**src/rtl/if_fetch_unit.sv**
```systemverilog
// Instruction-fetch stage: owns the word-indexed PC, drives instruction memory,
// and captures the returned word into the IF/ID pipeline register.
module if_fetch_unit #(
    parameter int XLEN      = 32,
    parameter int MEM_DEPTH = 100,
    parameter int RESET_PC  = 0
) (
    input  logic            clk,
    input  logic            reset,
    input  logic            stall,
    input  logic            redirect,
    input  logic [XLEN-1:0] redirect_pc,
    input  logic [XLEN-1:0] instr_in,
    output logic [XLEN-1:0] pc_out,
    output logic            if_id_valid,
    output logic [XLEN-1:0] if_id_pc,
    output logic [XLEN-1:0] if_id_instr,
    output logic            fetch_fault,
    output logic [XLEN-1:0] fetch_count
);

    typedef enum logic [1:0] {
        BOOT  = 2'd0,
        RUN   = 2'd1,
        FAULT = 2'd2
    } state_t;

    localparam logic [XLEN-1:0] DEPTH    = XLEN'(MEM_DEPTH);
    localparam logic [XLEN-1:0] LAST_PC  = XLEN'(MEM_DEPTH - 1);
    localparam logic [XLEN-1:0] START_PC = XLEN'(RESET_PC);

    state_t          state, state_next;
    logic [XLEN-1:0] pc_next;
    logic            valid_next;
    logic [XLEN-1:0] if_id_pc_next;
    logic [XLEN-1:0] if_id_instr_next;
    logic            fault_next;
    logic [XLEN-1:0] count_next;
    logic            target_ok;
    logic [XLEN-1:0] pc_seq;

    // Unsigned compare: any target at or beyond the memory depth is a fault.
    assign target_ok = (redirect_pc < DEPTH);
    assign pc_seq    = (pc_out == LAST_PC) ? '0 : pc_out + 1'b1;

    always_comb begin
        // NOTE: every output of this block gets a hold value first so no path
        // leaves a signal unassigned, which would otherwise infer a latch.
        state_next       = state;
        pc_next          = pc_out;
        valid_next       = if_id_valid;
        if_id_pc_next    = if_id_pc;
        if_id_instr_next = if_id_instr;
        fault_next       = fetch_fault;
        count_next       = fetch_count;

        case (state)
            BOOT: begin
                // One settling cycle for the memory; stall and redirect ignored.
                state_next = RUN;
            end
            RUN: begin
                if (redirect) begin
                    valid_next = 1'b0;
                    if (target_ok) begin
                        pc_next = redirect_pc;
                    end else begin
                        state_next = FAULT;
                        fault_next = 1'b1;
                    end
                end else if (!stall) begin
                    if_id_pc_next    = pc_out;
                    if_id_instr_next = instr_in;
                    valid_next       = 1'b1;
                    count_next       = fetch_count + 1'b1;
                    pc_next          = pc_seq;
                end
            end
            FAULT: begin
                valid_next = 1'b0;
                fault_next = 1'b1;
            end
            default: begin
                state_next = BOOT;
                valid_next = 1'b0;
            end
        endcase
    end

    // NOTE: sequential state uses non-blocking assignments so every register
    // samples pre-edge values regardless of statement order.
    always_ff @(posedge clk or posedge reset) begin
        if (reset) begin
            state       <= BOOT;
            pc_out      <= START_PC;
            if_id_valid <= 1'b0;
            if_id_pc    <= '0;
            if_id_instr <= '0;
            fetch_fault <= 1'b0;
            fetch_count <= '0;
        end else begin
            state       <= state_next;
            pc_out      <= pc_next;
            if_id_valid <= valid_next;
            if_id_pc    <= if_id_pc_next;
            if_id_instr <= if_id_instr_next;
            fetch_fault <= fault_next;
            fetch_count <= count_next;
        end
    end

endmodule

```
**config.mk**
```make
export PLATFORM = sky130hd
export DESIGN_NAME = if_fetch_unit
export DESIGN_NICKNAME = d
export VERILOG_FILES = /design/src/rtl/if_fetch_unit.sv
export SDC_FILE = /design/constraint.sdc
export NUM_CORES = 1
export LEC_CHECK = 0
export ABC_AREA = 0
export BUFFER_PORTS_ARGS = -buffer_cell sky130_fd_sc_hd__buf_4
export CAP_MARGIN = 10
export CELL_PAD_IN_SITES_DETAIL_PLACEMENT = 1
export CELL_PAD_IN_SITES_GLOBAL_PLACEMENT = 1
export CORE_UTILIZATION = 39
export CTS_CLUSTER_SIZE = 10
export DETAILED_ROUTE_END_ITERATION = 6
export HOLD_SLACK_MARGIN = 0.1
export PLACE_DENSITY = 0.81
export SYNTH_ARGS = -nofsm -noshare
export SYNTH_HDL_FRONTEND = slang
export SYNTH_SLANG_ARGS = --single-unit
```
**constraint.sdc**
```tcl
create_clock -name clk -period 5.2 [get_ports clk]
set_clock_uncertainty 0.2 [all_clocks]
set_input_delay 0.26 -clock clk [delete_from_list [all_inputs] [get_ports clk]]
set_output_delay 0.26 -clock clk [all_outputs]
set_load 0.03 [all_outputs]
```
Word level (Yosys, flattened, before mapping)
Cells that the tools add are included.
- flip-flop bits (word level): 132
- input bits: 68
- output and inout port bits: 130
- $add $sub $neg: 2
- order comparisons: 1
- equality and inequality tests: 8
- multiplexer cells: 13
- bitwise logic cells: 4
- reductions and logical operators: 7
- operator list (cell ; count):
    32-bit two-way mux ; 4
    32-bit by 1-bit adder with 32-bit output (second input constant) ; 2
    32-bit by 7-bit equality test with 1-bit output (second input constant) ; 1
    32-bit by 7-bit less-than comparator with 1-bit output (second input constant) ; 1
    3-bit AND reduction ; 4
    2-bit one-hot mux with 3 select lines ; 1
    1-bit two-way mux ; 4
    2-bit two-way mux ; 2
    2-bit by 1-bit != test with 1-bit output (second input constant) ; 2
    2-bit != test (second input constant) ; 2
    1-bit inverter ; 4
    1-bit one-hot mux with 2 select lines ; 2
    3-bit != test (second input constant) ; 1
    2-bit by 1-bit equality test with 1-bit output (second input constant) ; 1
    2-bit equality test (second input constant) ; 1
    2-bit logical NOT ; 1
    2-bit AND reduction ; 1
    2-bit nonzero test ; 1

Longest topological paths before layout
Gate-level depths: netlist of the first run.
- depth after elaboration: 4
- mapped depth: 8
- mapped depth without buffers: 6

Worst setup path after synthesis of the first run
No wires, ideal clock.
- path type: reg-to-reg
- start: register pc_out[0]
- end: register pc_out[19]
- setup time: 0.125 ns
- arrival: 2.197 ns
- data required time: 4.875 ns
- setup slack: 2.678 ns
- cell stages (with the launch flop): 8
- clock period less this slack: 2.522 ns
- cells stage by stage: dfrtp_1 > ha_1 > nor4b_1 > nand4_1 > o21ai_2 > buf_2 > o211ai_1 > mux2_2
- cells in the longest elaborated chain, start to end: 4
- elaborated cells between the ends (all ways): 5
- ends and longest elaborated chain (element ; RTL line ; source):
    from (decl) ; 14 ; output logic [XLEN-1:0] pc_out,
    from (signal assigned) ; 103 ; pc_out <= pc_next;
    32-bit by 1-bit adder with 32-bit output / 32-bit by 7-bit equality test with 1-bit output (equally long branches) ; 44 ; assign pc_seq = (pc_out == LAST_PC) ? '0 : pc_out + 1'b1;
    32-bit two-way mux (*) ; 44 ;
    32-bit two-way mux (*) ; 71 ; end else if (!stall) begin
    32-bit two-way mux (*) ; 63 ; if (redirect) begin
Mark *: on every way between the ends. The rest lies on a longest branch, timed or not. The select of a mux whose other input is x is not followed.
A chain may end at the register's enable or synchronous reset.

Worst setup path after layout of the first run
- start: input port redirect_pc[23]
- end: register pc_out[20]
- cells in the longest elaborated chain, start to end: 3
- ends and longest elaborated chain (element ; RTL line ; source):
    from (decl) ; 12 ; input logic [XLEN-1:0] redirect_pc,
    32-bit by 7-bit less-than comparator with 1-bit output ; 43 ; assign target_ok = (redirect_pc < DEPTH);
    2-bit by 1-bit != test with 1-bit output (no line) ; - ;
    3-bit AND reduction (no line) ; - ;
No other way between the ends.

==> results of run 1 <==
registers in the layout, summed over array words and instances (netlist names):
signal,flops
pc_out,32
if_id_instr,32
fetch_fault,1
if_id_valid,1
if_id_pc,32
state,2
fetch_count,32
through the flow:
step,worst slack (ns),instance area (µm²),hold slack [ns]
final,1.88,9090,0.180
after global routing,1.71,9090,0.205
after CTS,2.03,9090,0.138
after detailed placement,2.09,7890,0.226
after global placement,2.28,7890,0.203
after floorplan,1.21,6220,0.212
layout make-up:
cell class / count / area (µm²) / area share [%]
Sequential cell: 132 / 3300 / 36.3
Multi-Input combinational cell: 362 / 2770 / 30.4
Timing Repair Buffer: 257 / 2070 / 22.7
Clock buffer: 19 / 453 / 4.98
Tap cell: 211 / 264 / 2.90
Clock inverter: 12 / 204 / 2.24
Inverter: 9 / 38.8 / 0.426
power by group through the flow:
stage / Combinational, µW / Clock, µW / Sequential (µW)
floorplan: 529 / 0 / 2180
global placement: 1770 / 0 / 1660
CTS: 1860 / 1340 / 1680
detailed placement: 1820 / 0 / 1690
finish: 1860 / 1320 / 1690
global route: 1950 / 1400 / 1740
critical path, cell delays in order:
cell and delay (ns):
sky130_fd_sc_hd__dlygate4sd3_1 0.54, sky130_fd_sc_hd__buf_4 0.14, sky130_fd_sc_hd__nor4_1 0.37, sky130_fd_sc_hd__nand4_1 0.26, sky130_fd_sc_hd__o41a_1 0.75, sky130_fd_sc_hd__nor2_1 0.66, sky130_fd_sc_hd__buf_4 0.32, sky130_fd_sc_hd__a22o_1 0.17
layout by cell type, fill, tap and decap left out, types with 2 or more instances in the layout:
master and count:
sky130_fd_sc_hd__nor3_2 2, sky130_fd_sc_hd__nand4_1 25, sky130_fd_sc_hd__a31oi_1 2, sky130_fd_sc_hd__nor2_1 9, sky130_fd_sc_hd__a22o_1 19, sky130_fd_sc_hd__o31ai_1 12, sky130_fd_sc_hd__or3_1 2, sky130_fd_sc_hd__dlygate4sd3_1 55
sky130_fd_sc_hd__clkbuf_16 17, sky130_fd_sc_hd__mux2_2 67, sky130_fd_sc_hd__nand2_1 45, sky130_fd_sc_hd__or2_2 2, sky130_fd_sc_hd__dfrtp_1 132, sky130_fd_sc_hd__ha_1 2, sky130_fd_sc_hd__and3_1 15, sky130_fd_sc_hd__and4_1 9
sky130_fd_sc_hd__a211o_1 8, sky130_fd_sc_hd__nor2b_1 2, sky130_fd_sc_hd__and2_1 5, sky130_fd_sc_hd__xor2_1 7, sky130_fd_sc_hd__clkbuf_8 2, sky130_fd_sc_hd__inv_1 8, sky130_fd_sc_hd__a211oi_1 10, sky130_fd_sc_hd__bufinv_16 5
sky130_fd_sc_hd__clkinvlp_4 3, sky130_fd_sc_hd__xnor2_1 24, sky130_fd_sc_hd__nand3_1 28, sky130_fd_sc_hd__mux2i_1 8, sky130_fd_sc_hd__nor4_1 12, sky130_fd_sc_hd__o211ai_1 10, sky130_fd_sc_hd__buf_4 202, sky130_fd_sc_hd__o21ai_0 4
sky130_fd_sc_hd__nor3_1 6, sky130_fd_sc_hd__o41ai_1 4, sky130_fd_sc_hd__a21oi_1 3, sky130_fd_sc_hd__clkinv_4 3
logic make-up (layout without fill, tap and decap cells):
family	count (synthesis)	count (layout)	synth area share (%)
AOI/OAI and AO/OA	82	82	10.4
and+or+nand+nor	172	172	15.6
DFF	132	132	53.1
buffers and inverters	40	297	2.79
adders and majority gates	2	2	0.402
muxes	75	75	13.4
xor gates and xnor gates	31	31	4.36
worst min-delay path by stage:
stage,from,slack [ns],endpoint,cells past startpoint
after CTS,redirect_pc[14],0.14,pc_out[14],5
after global routing,redirect_pc[14],0.21,pc_out[14],5
final,redirect_pc[19],0.18,state[0],5
after global placement,reset,0.20,if_id_instr[2],2
after floorplan,instr_in[31],0.21,if_id_instr[31],1
after detailed placement,reset,0.23,if_id_instr[11],2
metal layers:
metal  vias to the layer above  part of all wire [%]  track usage [%]
met4                         0                   2.2             9.13
met5                         -                     0                0
li1                       2486                     -                -
met3                        48                   6.7             5.65
met1                      2825                    39             30.6
met2                       254                    52             46.8
repair_timing:
action                                 4_1_cts  5_1_grt
setup endpoints to repair                    0        0
endpoints found under the hold margin      126        0
hold buffers                                55        0
==> out/summary.md, run 1 <==
The flow ran to the end, and the final reports show no timing, DRC or antenna violations. The number of nets handed over by synthesis was 604. The share of power burned in registers was 34.7%; the gate count after technology mapping was 534. Internal power comes to 2970 µW. For the worst-skew pair, the clock arrives at the later sink with an insertion delay of 0.42 ns.

The run gives 1.96 ns as the worst setup slack for register-to-register paths. The logs give 4880 µW for the total power and 59.2% for the utilization after layout. Clock-pin slew was measured on the worst setup and hold paths at 0.06 ns. The number of different library cells used by synthesis comes to 51. After detailed routing, the average wire length per cell comes to 20.8 µm. Sorting the synthesized cells by area gives the leading types as sky130_fd_sc_hd__dfrtp_1, sky130_fd_sc_hd__mux2_2, sky130_fd_sc_hd__xnor2_1, sky130_fd_sc_hd__nand2_1, sky130_fd_sc_hd__a22o_1. Setup repair after global routing left no endpoint under its margin. Data required time at the worst endpoint: 5.35 ns. The proportion of power drawn by combinational gates is 38.2%, and the post-detailed-route via-to-cell ratio is 5.60. In the routed design, unresolved DRC markers number 0. The H-tree was split into 4 levels.

Type of the tightest min-delay check: in -> reg. The run gives 916 as the number of cells in the design after placement. The most used flip-flop cell after synthesis is sky130_fd_sc_hd__dfrtp_1. Detailed placement finished with a half-perimeter wire length of 14000 µm.

The leakage power is 0.00421 µW. The tools report the terminus of the critical flop-to-flop path as pc_out[19]. The total clock buffers created by CTS was 17. The area overhead of the layout relative to synthesis was 46.1%. At the end of the flow, the number of nets in the layout was 849. The finished layout holds 1002 standard cells, fillers aside. The synthesized design devotes to its leading area cell type 53.1% of total area. After global routing the overflow that remains totals 0.

The proportion of layout cells with a drive suffix above 1 works out to 39.6%. Ranked by instance count, the synthesized netlist is headed by sky130_fd_sc_hd__dfrtp_1, sky130_fd_sc_hd__mux2_2, sky130_fd_sc_hd__nand2_1, sky130_fd_sc_hd__nand3_1, sky130_fd_sc_hd__nand4_1. Max-cap violations in this run came to 0.

IR analysis of the VDD net gives a maximum drop of 0.314 mV. The pin count of the biggest net entering global routing is 75, and the relative max-transition margin is 21.2%. TritonCTS built the clock tree. The pre-antenna-repair detailed-routing pass consisted of 6 iterations.

The run gives 0 as the final count of pins violating max slew. Post-CTS repair changed the size of 0 cells. STA classifies the critical path endpoint as a flip-flop.

Data on the critical path arrives at its endpoint at 3.47 ns. The fraction of the yosys area taken by sequential cells is 53.1%, and the number of setup buffers added after CTS is 0. The number of buffers added on ports works out to 197. The run gives 6220 µm² as the post-synth design cell area. The startpoint identified for the worst register-to-register timing path is pc_out[20]. The number of synthesized flops with an enable pin was 0. The number of cells on the worst reg-to-reg path came out at 5.

The worst setup path is of the in -> reg kind. For this run, the top clock speed supported by timing is 301 MHz. The period utilization works out to 63.9%. Setup violations remaining at the end of the flow were counted as 0. The floorplan step set the die height to 128 µm. The logs give 0 for the initial antenna violation count and 2 for the number of buffers on the longest clock path. For this block, the initial DRC count from the detailed router was 414. The dominant cell type by area after synthesis was sky130_fd_sc_hd__dfrtp_1. Synthesis warning total: 0. For the pin with the worst max-slew slack, the measured transition is 1.18 ns. The first global-routing pass estimated 32700 µm of wire. Adding up every negative setup slack in the final design gives 0 ns. After floorplanning, the core was sized to cover 15400 µm². The floorplan has 45 rows. For the count of fill cells added during filler insertion, the log shows 1622.

The power density normalized to cell area came out at 536 nW/µm². The worst setup path is launched from an input port. The antenna diode count is 0, and the switching part of the total power is 39.2%. Post-layout minimum cycle time: 3.32 ns. The tools report the launching element of the worst setup path as redirect_pc[23]. In this run the mean area of a mapped cell was 11.7 µm².

In this run the worst setup path terminates at pc_out[20]. The number of top-level pins was 198; the maximum fanout along the worst path was 18. Once detail routing completed, the nets flagged for antenna violations numbered 0. The number of global-route vias before repair is 5989, and the proportion of synthesized flip-flops having asynchronous set or reset is 100%. The flip-flop and latch count after synthesis works out to 132. Cell at the root of the clock tree: sky130_fd_sc_hd__clkbuf_16. The hold violation total from the final report was 0. Once the floorplan was initialized, standard cells occupied 40.5% of the core.

The routed layout has 5613 vias. The congestion estimate from routability-driven global placement came to 0.843. The routed design has 20900 µm of wire. sky130_fd_sc_hd__dfrtp_1 is the most common cell in the netlist.

The floorplan step set the die width to 128 µm. Global routing used 26.0% of the available tracks across all layers. The TritonCTS sink count was 132; the power dissipated by switching net loads was 1910 µW. The share of total power dissipated in the clock network is 27.1%. The die covers 16500 µm².
No activity file was read; power rests on OpenSTA's default activity.
==> run 2: changes to the inputs <==
- ABC_AREA: 0 -> 1
- CORE_UTILIZATION: 39 -> 37
- PLACE_DENSITY: 0.81 -> 0.82
- clock period: 5.2 -> 3.3 ns (I/O delays scaled with it)
==> run 2 against run 1 <==
Setup slack worse by 1.2 ns; largest power group unchanged; area after synthesis up 13%; critical path type unchanged; die area grew 19%.
==> out/summary.md, run 2 <==
The flow ran to the end, and the final reports show no timing, DRC or antenna violations. Setup repair after global routing left no endpoint under its margin. The run gives 0 (unchanged) as the synthesis warning total. The leading cell type by number of instances after synthesis is sky130_fd_sc_hd__nand2_1 (was sky130_fd_sc_hd__dfrtp_1).

The multiplexer share of the synthesized area was 0% (was 13.4%). The vertical die dimension works out to 140 µm (was 128 µm). The unique cell type count in the Yosys netlist came out at 33 (was 51). The post-detailed-route via-to-cell ratio came out at 5.04 (was 5.60). The placeable core area was 18700 µm² (was 15400 µm²); the simple-gate portion of the synthesized area was 38.6% (was 15.6%). The critical path's most frequent cell was sky130_fd_sc_hd__nand2_1 (was sky130_fd_sc_hd__buf_4).

The logs give 54.4% (was 59.2%) for the utilization after layout and 4 (was 0) for the initial antenna violation count. The total clock buffers created by CTS is 17 (unchanged). The run gives 0 (unchanged) as the total setup violations reported at the end of the flow. The final count of pins violating max slew is 0 (unchanged), and the worst path buffer plus inverter count is 3 (unchanged). The dominant cell type by area after synthesis is sky130_fd_sc_hd__dfrtp_1 (unchanged).

The final sum of negative setup slack was 0 ns (unchanged). The hold violation total from the final report is 0 (unchanged), and the area of the die is 19600 µm² (was 16500 µm²). The fraction of the yosys area taken by sequential cells is 46.8% (was 53.1%), and the depth of the CTS H-tree is 4 (unchanged).

The run gives 1.00 ns (was 1.96 ns) as the worst setup slack for register-to-register paths. The number of buffers on the longest clock path is 2 (unchanged). The flip-flop and latch count after synthesis came out at 132 (unchanged). The most common cell after layout, fill and taps aside is sky130_fd_sc_hd__nand2_1 (was sky130_fd_sc_hd__buf_4). The tools report the count of fill cells added during filler insertion as 2364 (was 1622). Starting density of the core: 37.7% (was 40.5%). The number of buffers added on ports came out at 197 (unchanged).

The proportion of netlist area held by the largest area contributor came out at 46.8% (was 53.1%). The detail-routed net length per standard cell was 17.7 µm (was 20.8 µm); the total number of placement rows was 50 (was 45). Cell types occupying the most area after synthesis: sky130_fd_sc_hd__dfrtp_1, sky130_fd_sc_hd__nand2_1, sky130_fd_sc_hd__nor2_1, sky130_fd_sc_hd__nand3_1, sky130_fd_sc_hd__inv_1 (was sky130_fd_sc_hd__dfrtp_1, sky130_fd_sc_hd__mux2_2, sky130_fd_sc_hd__xnor2_1, sky130_fd_sc_hd__nand2_1, sky130_fd_sc_hd__a22o_1). The critical path class was in -> reg (unchanged). The proportion of layout cells with a drive suffix above 1 came out at 20.9% (was 39.6%). The count of vias placed by the detailed router came out at 7597 (was 5613). The register clock-pin slew on the reported worst setup and hold paths was 0.06 ns (about the same). The critical path arrival came out at 2.76 ns (was 3.47 ns). Cell chain of the critical path: dlygate4sd3_1 > buf_4 > nor2_1 > nand2_1 > nor2_1 > nand3_1 > o21ai_2 > nand2_2 > inv_2 > nand2_1 > nand2_1 (was dlygate4sd3_1 > buf_4 > nor4_1 > nand4_1 > o41a_1 > nor2_1 > buf_4 > a22o_1). The period utilization works out to 78.5%. The run gives 0.935 (was 0.843) as the final weighted congestion in routability-driven placement. The first-pass GRT wire length was 42700 µm (was 32700 µm). The post-cts hold buffer count was 79 (was 55); the detailed router's first-iteration violation count was 337 (was 414). The TritonCTS sink count came out at 132 (unchanged). The die boundary width came out at 140 µm (was 128 µm). The number of top-level pins was 198 (unchanged). The leakage power was 0.00515 µW (was 0.00421 µW). The number of setup buffers added after CTS was 0 (unchanged).

The power density normalized to cell area came out at 858 nW/µm² (was 536 nW/µm²). Max capacitance violation total: 0 (unchanged). The gate count after technology mapping was 982 (was 534). The number of global-route vias before repair came out at 8031 (was 5989).

Type of the tightest min-delay check: in -> async (was in -> reg). For the total length of routed wires, the log shows 26600 µm (was 20900 µm). Endpoint type of the worst setup path: a flip-flop (unchanged). The synthesized area divided by synthesized cell count was 7.18 µm² (was 11.7 µm²); the post-detailed-placement half-perimeter wirelength was 17900 µm (was 14000 µm). The adder-cell share of the synthesized area works out to 0.355% (was 0.402%).

The main combinational cell family by area after synthesis is simple AND/OR/NAND/NOR gates (unchanged). The remaining global-route overflow is 0 (unchanged). The clock insertion delay at the later pin of the skew report is 0.43 ns (was 0.42 ns). The number of nets still failing antenna checks after routing was 0 (unchanged); the proportion of synthesized flip-flops having asynchronous set or reset was 100% (unchanged). TritonCTS built the clock tree. Slew at the pin closest to its max-slew limit: 0.814 ns (was 1.18 ns).

The longest individual stage delay on the worst path was 0.54 ns (was 0.75 ns); the post-layout minimum cycle time was 2.59 ns. The top flip-flop cell by instance count after synthesis is sky130_fd_sc_hd__dfrtp_1 (unchanged). Commonest cells after routing, fill and taps aside: sky130_fd_sc_hd__nand2_1, sky130_fd_sc_hd__buf_4, sky130_fd_sc_hd__dfrtp_1, sky130_fd_sc_hd__nor2_1, sky130_fd_sc_hd__dlygate4sd3_1 (was sky130_fd_sc_hd__buf_4, sky130_fd_sc_hd__dfrtp_1, sky130_fd_sc_hd__mux2_2, sky130_fd_sc_hd__dlygate4sd3_1, sky130_fd_sc_hd__nand2_1). Cell at the root of the clock tree: sky130_fd_sc_hd__clkbuf_16 (unchanged). Cell class contributing the biggest share of worst-path delay: simple AND/OR/NAND/NOR gates (unchanged).

The pin count of the biggest net entering global routing is 63 (was 75), and the area overhead of the layout relative to synthesis is 44.4% (was 46.1%). The run gives 3.47 ns (was 5.35 ns) as the data required time at the worst endpoint. Net count of the mapped netlist: 1052 (was 604).

Top cell types by occurrence after synthesis: sky130_fd_sc_hd__nand2_1, sky130_fd_sc_hd__dfrtp_1, sky130_fd_sc_hd__nor2_1, sky130_fd_sc_hd__inv_1, sky130_fd_sc_hd__nand3_1 (was sky130_fd_sc_hd__dfrtp_1, sky130_fd_sc_hd__mux2_2, sky130_fd_sc_hd__nand2_1, sky130_fd_sc_hd__nand3_1, sky130_fd_sc_hd__nand4_1). The number of synthesized flops with an enable pin works out to 0 (unchanged). The run gives 0.491 mV (was 0.314 mV) as the largest vdd supply drop. The DRC violation count after routing was 0 (unchanged).

The total power is 8740 µW (was 4880 µW), and the first-pass iteration count of the detailed router is 5 (was 6). Worst hold margin: 0.257 ns (was 0.180 ns). The compound-cell area share of the yosys netlist is 3.92% (was 10.4%), and the quantity of gates resized following cts is 0 (unchanged). The run gives 28.1% (was 26.0%) as the all-layer global routing usage. The post-synth design cell area is 7060 µm² (was 6220 µm²). The cell with the largest stage delay on the worst path is sky130_fd_sc_hd__dlygate4sd3_1 (was sky130_fd_sc_hd__o41a_1). The maximum fanout along the worst path is 30 (was 18). The tools report the highest attainable clock frequency as 386 MHz.

The relative max-transition margin is 45.6% (was 21.2%). The critical path startpoint category is an input port (unchanged). The xor/xnor share of the synthesized area is 4.10% (was 4.36%).

The number of nets in the layout was 1325 (was 849).
[run 2: cell count changes after synthesis, sizes merged, moves of 16 or more]
cell   previous run  this run
o21ai             5        51
xnor2            24         8
inv               9        76
nand3            28        59
mux2             67         0
nor2              9       115
a22o             19         0
nand2            45       452
xor2              7        25
[run 2: per-layer routing]
| layer | routed length (µm) | GRT usage, % | share of wire [%] | up-vias |
|---|---|---|---|---|
| li1 | - | - | - | 3596 |
| met1 | 11000 | 33.5 | 41 | 3713 |
| met2 | 13400 | 48.8 | 50 | 223 |
| met3 | 1310 | 6.05 | 4.9 | 65 |
| met4 | 927 | 12.0 | 3.5 | 0 |
| met5 | 0 | 0 | 0 | - |
[run 2: cell type report]
cell class,instances,area (µm²),area share (%)
flip-flops and latches,132,3300,32.4
repair buffers,282,2340,23.0
diodes,4,10.0,0.0983
clock inverters,14,200,1.97
inverters,77,293,2.87
multi-input cells,745,3320,32.6
well taps,234,293,2.87
clock buffers,18,429,4.21
[run 2: logic make-up after synthesis]
| logic type | Yosys count |
|---|---|
| simple gates | 656 |
| flops | 132 |
| buf+inv | 105 |
| compound gates | 54 |
| xor+xnor | 33 |
| fa+ha+maj | 2 |
[run 2: final timing paths]
kind | from | end | cells past startpoint
setup / recovery | redirect_pc[27] | pc_out[16] | 11
max in group asynchronous | reset | if_id_pc[12] | 4
min in group clk | fetch_count[31] | fetch_count[31] | 1
hold reg to reg | fetch_count[31] | fetch_count[31] | 1
hold / removal | reset | if_id_pc[1] | 3
setup reg to reg | state[0] | fetch_count[20] | 9
[run 2: report_power, final]
| group | switching [µW] | leakage [µW] | internal [µW] | total (µW) |
|---|---|---|---|---|
| clock | 782 | 0.000298 | 1270 | 2050 |
| sequential | 693 | 0.00167 | 2220 | 2910 |
| combinational | 2460 | 0.00319 | 1320 | 3770 |
[run 2: stage by stage]
| step | std cells | area, µm² | setup slack, ns |
|---|---|---|---|
| after CTS | 1502 | 10200 | 0.789 |
| after global routing | 1506 | 10200 | 0.422 |
| after detailed placement | 1391 | 8750 | 0.966 |
| after floorplan | 982 | 7060 | 1.30 |
| after global placement | 1391 | 8750 | 1.07 |
| final | 1506 | 10200 | 0.709 |
[run 2: tightest hold or removal path, stage by stage]
cell                            delay (ns)
sky130_fd_sc_hd__dlygate4sd3_1        0.54
sky130_fd_sc_hd__buf_4                0.14
sky130_fd_sc_hd__clkinvlp_4           0.53
==> run 3: changes to the inputs <==
- CORE_UTILIZATION: 37 -> 34
- PLACE_DENSITY: 0.82 -> 0.8
- clock period: 3.3 -> 2.2 ns (I/O delays scaled with it)
==> run 3 against run 2 <==
Clock power increased by 37%; sequential share of layout area shrank 0.46 points; non-clock buffer count increased by 21; sequential power rose by 48%; first-iteration DRC count shrank 7.7%; final area up 1.5%; hold slack got worse by 0.11 ns; core utilization is 3.5 points lower; die area rose by 8.7%; register-to-register slack got worse by 0.90 ns.
==> out/summary.md, run 3 (same netlist as run 2, synthesis figures left out) <==
The tools report the post-detailed-placement half-perimeter wirelength as 18400 µm (was 17900 µm). The die boundary width is 146 µm (was 140 µm). For the relative max-transition margin, the log shows 61.0% (was 45.6%). Of the available clock period, the critical path in the final layout requires 96.2%.

The slew at the pin closest to its max-slew limit was 0.585 ns (was 0.814 ns). Highest attainable clock frequency: 473 MHz. The critical path arrival was 2.22 ns (was 2.76 ns).

Commonest cells after routing, fill and taps aside: sky130_fd_sc_hd__nand2_1, sky130_fd_sc_hd__buf_4, sky130_fd_sc_hd__dfrtp_1, sky130_fd_sc_hd__nor2_1, sky130_fd_sc_hd__dlygate4sd3_1 (unchanged). The number of top-level pins is 198 (unchanged), and the post-layout minimum cycle time is 2.12 ns. For the pin count of the biggest net entering global routing, the log shows 91 (was 63). Cell chain of the critical path: dlygate4sd3_1 > buf_8 > nand2_1 > dlygate4sd3_1 > o21ai_0 > dlygate4sd3_1 > nand2_1 > nand2_1 (was dlygate4sd3_1 > buf_4 > nor2_1 > nand2_1 > nor2_1 > nand3_1 > o21ai_2 > nand2_2 > inv_2 > nand2_1 > nand2_1). The total length of routed wires came out at 27200 µm (was 26600 µm). The cell with the largest stage delay on the worst path was sky130_fd_sc_hd__dlygate4sd3_1 (unchanged). Most common cell after layout, fill and taps aside: sky130_fd_sc_hd__nand2_1 (unchanged). The tools report the area of the die as 21300 µm² (was 19600 µm²).

The run gives 0.887 (was 0.935) as the final weighted congestion in routability-driven placement. The number of global-route vias before repair came out at 7907 (was 8031). Setup repair after global routing left no endpoint under its margin. The power density normalized to cell area is 1260 nW/µm² (was 858 nW/µm²).

The tools report the cell at the root of the clock tree as sky130_fd_sc_hd__clkbuf_16 (unchanged). The number of cells on the worst reg-to-reg path is 6 (was 9). The logs give 311 (was 337) for the detailed router's first-iteration violation count and 7560 (was 7597) for the count of vias placed by the detailed router. The worst hold margin was 0.143 ns (was 0.257 ns). The placed standard-cell area came out at 8900 µm² (was 8750 µm²). The max capacitance violation total was 0 (unchanged). The final design instance area without fill was 10300 µm² (was 10200 µm²); the minimum setup slack after placement was 0.119 ns (was 0.966 ns). Total number of placement rows: 52 (was 50).

The vertical die dimension is 146 µm (was 140 µm), and the total clock buffers created by CTS is 17 (unchanged). The uppermost metal layer occupied by signal nets was met4 (unchanged). First-pass GRT wire length: 43300 µm (was 42700 µm). The antenna diode count was 0 (was 4). Critical path class: in -> reg (unchanged). The first-pass iteration count of the detailed router is 4 (was 5), and the met3 wire length is 1230 µm (was 1310 µm). Remaining global-route overflow: 0 (unchanged). Starting density of the core: 34.8% (was 37.7%). Endpoint type of the worst setup path: a flip-flop (unchanged).

The type of the tightest min-delay check is in -> async (unchanged). The number of buffers on the longest clock path came out at 2 (unchanged). The tools report the startpoint of the most critical register-to-register path as pc_out[2] (was state[0]). The proportion of layout cells with a drive suffix above 1 is 22.5% (was 20.9%), and the depth of the CTS H-tree is 4 (unchanged). The tools report the terminus of the critical flop-to-flop path as pc_out[9] (was fetch_count[20]). The number of buffers added on ports came out at 197 (unchanged). The register clock-pin slew on the reported worst setup and hold paths is 0.06 ns (about the same). The area overhead of the layout relative to synthesis is 46.5% (was 44.4%), and the final sum of negative setup slack is 0 ns (unchanged). The all-layer global routing usage came out at 26.0% (was 28.1%). For the largest vdd supply drop, the log shows 0.620 mV (was 0.491 mV).

The hold violation total from the final report was 0 (unchanged); the leakage power was 0.00523 µW (was 0.00515 µW). Post-detailed-route via-to-cell ratio: 4.85 (was 5.04). DRC violation count after routing: 0 (unchanged). For the worst setup slack for register-to-register paths, the log shows 0.10 ns (was 1.00 ns).

For the placeable core area, the log shows 20300 µm² (was 18700 µm²). The detailed-routed wire length on met2 was 13600 µm (was 13400 µm). Clock insertion delay at the later pin of the skew report: 0.43 ns (about the same). The longest individual stage delay on the worst path came out at 0.57 ns (was 0.54 ns).

The data required time at the worst endpoint is 2.31 ns (was 3.47 ns), and the number of nets in the layout is 1346 (was 1325). The run finished with clean final reports. The critical path startpoint category is an input port (unchanged). The logs give 0 (unchanged) for the number of nets still failing antenna checks after routing and 0 (was 4) for the initial antenna violation count. The logs give 2542 (was 2364) for the count of fill cells added during filler insertion and 0 (unchanged) for the final count of pins violating max slew. The run gives 0 (unchanged) as the total setup violations reported at the end of the flow. Final worst setup slack: 0.0844 ns (was 0.709 ns). The detailed-route wire length on metal 1 was 11600 µm (was 11000 µm); the maximum fanout along the worst path was 12 (was 30). TritonCTS built the clock tree. The detail-routed net length per standard cell is 17.4 µm (was 17.7 µm), and the TritonCTS sink count is 132 (unchanged).
run 3: cell count changes in the layout (fill, tap and decap cells not counted), moves of 2 or more:
cell,delta
sky130_fd_sc_hd__buf_4,+20
sky130_fd_sc_hd__diode_2,-4
sky130_fd_sc_hd__bufinv_16,-3
sky130_fd_sc_hd__clkinv_4,-2
sky130_fd_sc_hd__clkinvlp_4,+2
sky130_fd_sc_hd__inv_6,+2
sky130_fd_sc_hd__inv_8,+2
sky130_fd_sc_hd__nor2_1,-2
sky130_fd_sc_hd__nor2_2,+2
run 3: critical path, delay by kind of cell:
kind | cells | cell delay (ns)
AOI/OAI and AO/OA | 1 | 0.08
and+or+nand+nor | 3 | 0.19
buffers and inverters | 4 | 1.84
run 3: layout make-up:
cell class	instances	area, µm²	share of cell area (%)
timing repair buffer	303	2500	24.2
inverter	77	293	2.83
sequential	132	3300	32.0
tap	270	338	3.27
clock inverter	14	143	1.38
clock buffer	18	429	4.15
multi-input combinational	745	3320	32.2
run 3: what timing repair did:
| item | CTS | global route |
|---|---|---|
| setup buffers | 0 | 8 |
| gates resized for setup | 0 | 6 |
| hold buffers | 79 | 0 |
| setup endpoints to repair | 0 | 13 |
| hold endpoints to repair | 206 | 0 |
run 3: how the worst max path moves through the flow:
stage	from	to	slack, ns	cells past startpoint
after floorplan	pc_out[0]	pc_out[30]	0.23	12
after global placement	pc_out[1]	pc_out[30]	0.14	12
after detailed placement	pc_out[0]	pc_out[30]	0.12	12
after CTS	pc_out[1]	pc_out[30]	0.08	12
after global routing	pc_out[2]	pc_out[3]	0.007	6
final	redirect	pc_out[3]	0.08	8
run 3: metrics by stage:
stage                     cells  utilization, %  total power, µW
final                      1559            50.9            13000
after global routing       1559            50.9            13700
after CTS                  1551            50.5            13000
after detailed placement   1440            43.8            10000
after global placement     1440            43.8             9880
after floorplan             982               -             7510
run 3: layer usage:
layer / global-route usage (%) / up-vias
li1: - / 3625
met4: 8.59 / 0
met5: 0 / -
met3: 5.06 / 53
met1: 31.9 / 3663
met2: 45.6 / 219
run 3: report_power, final:
part | switching [µW] | leakage (µW) | internal, µW
sequential | 969 | 0.00167 | 3330
combinational | 3830 | 0.00330 | 2080
clock | 1220 | 0.000264 | 1590
total | 6010 | 0.00523 | 7000
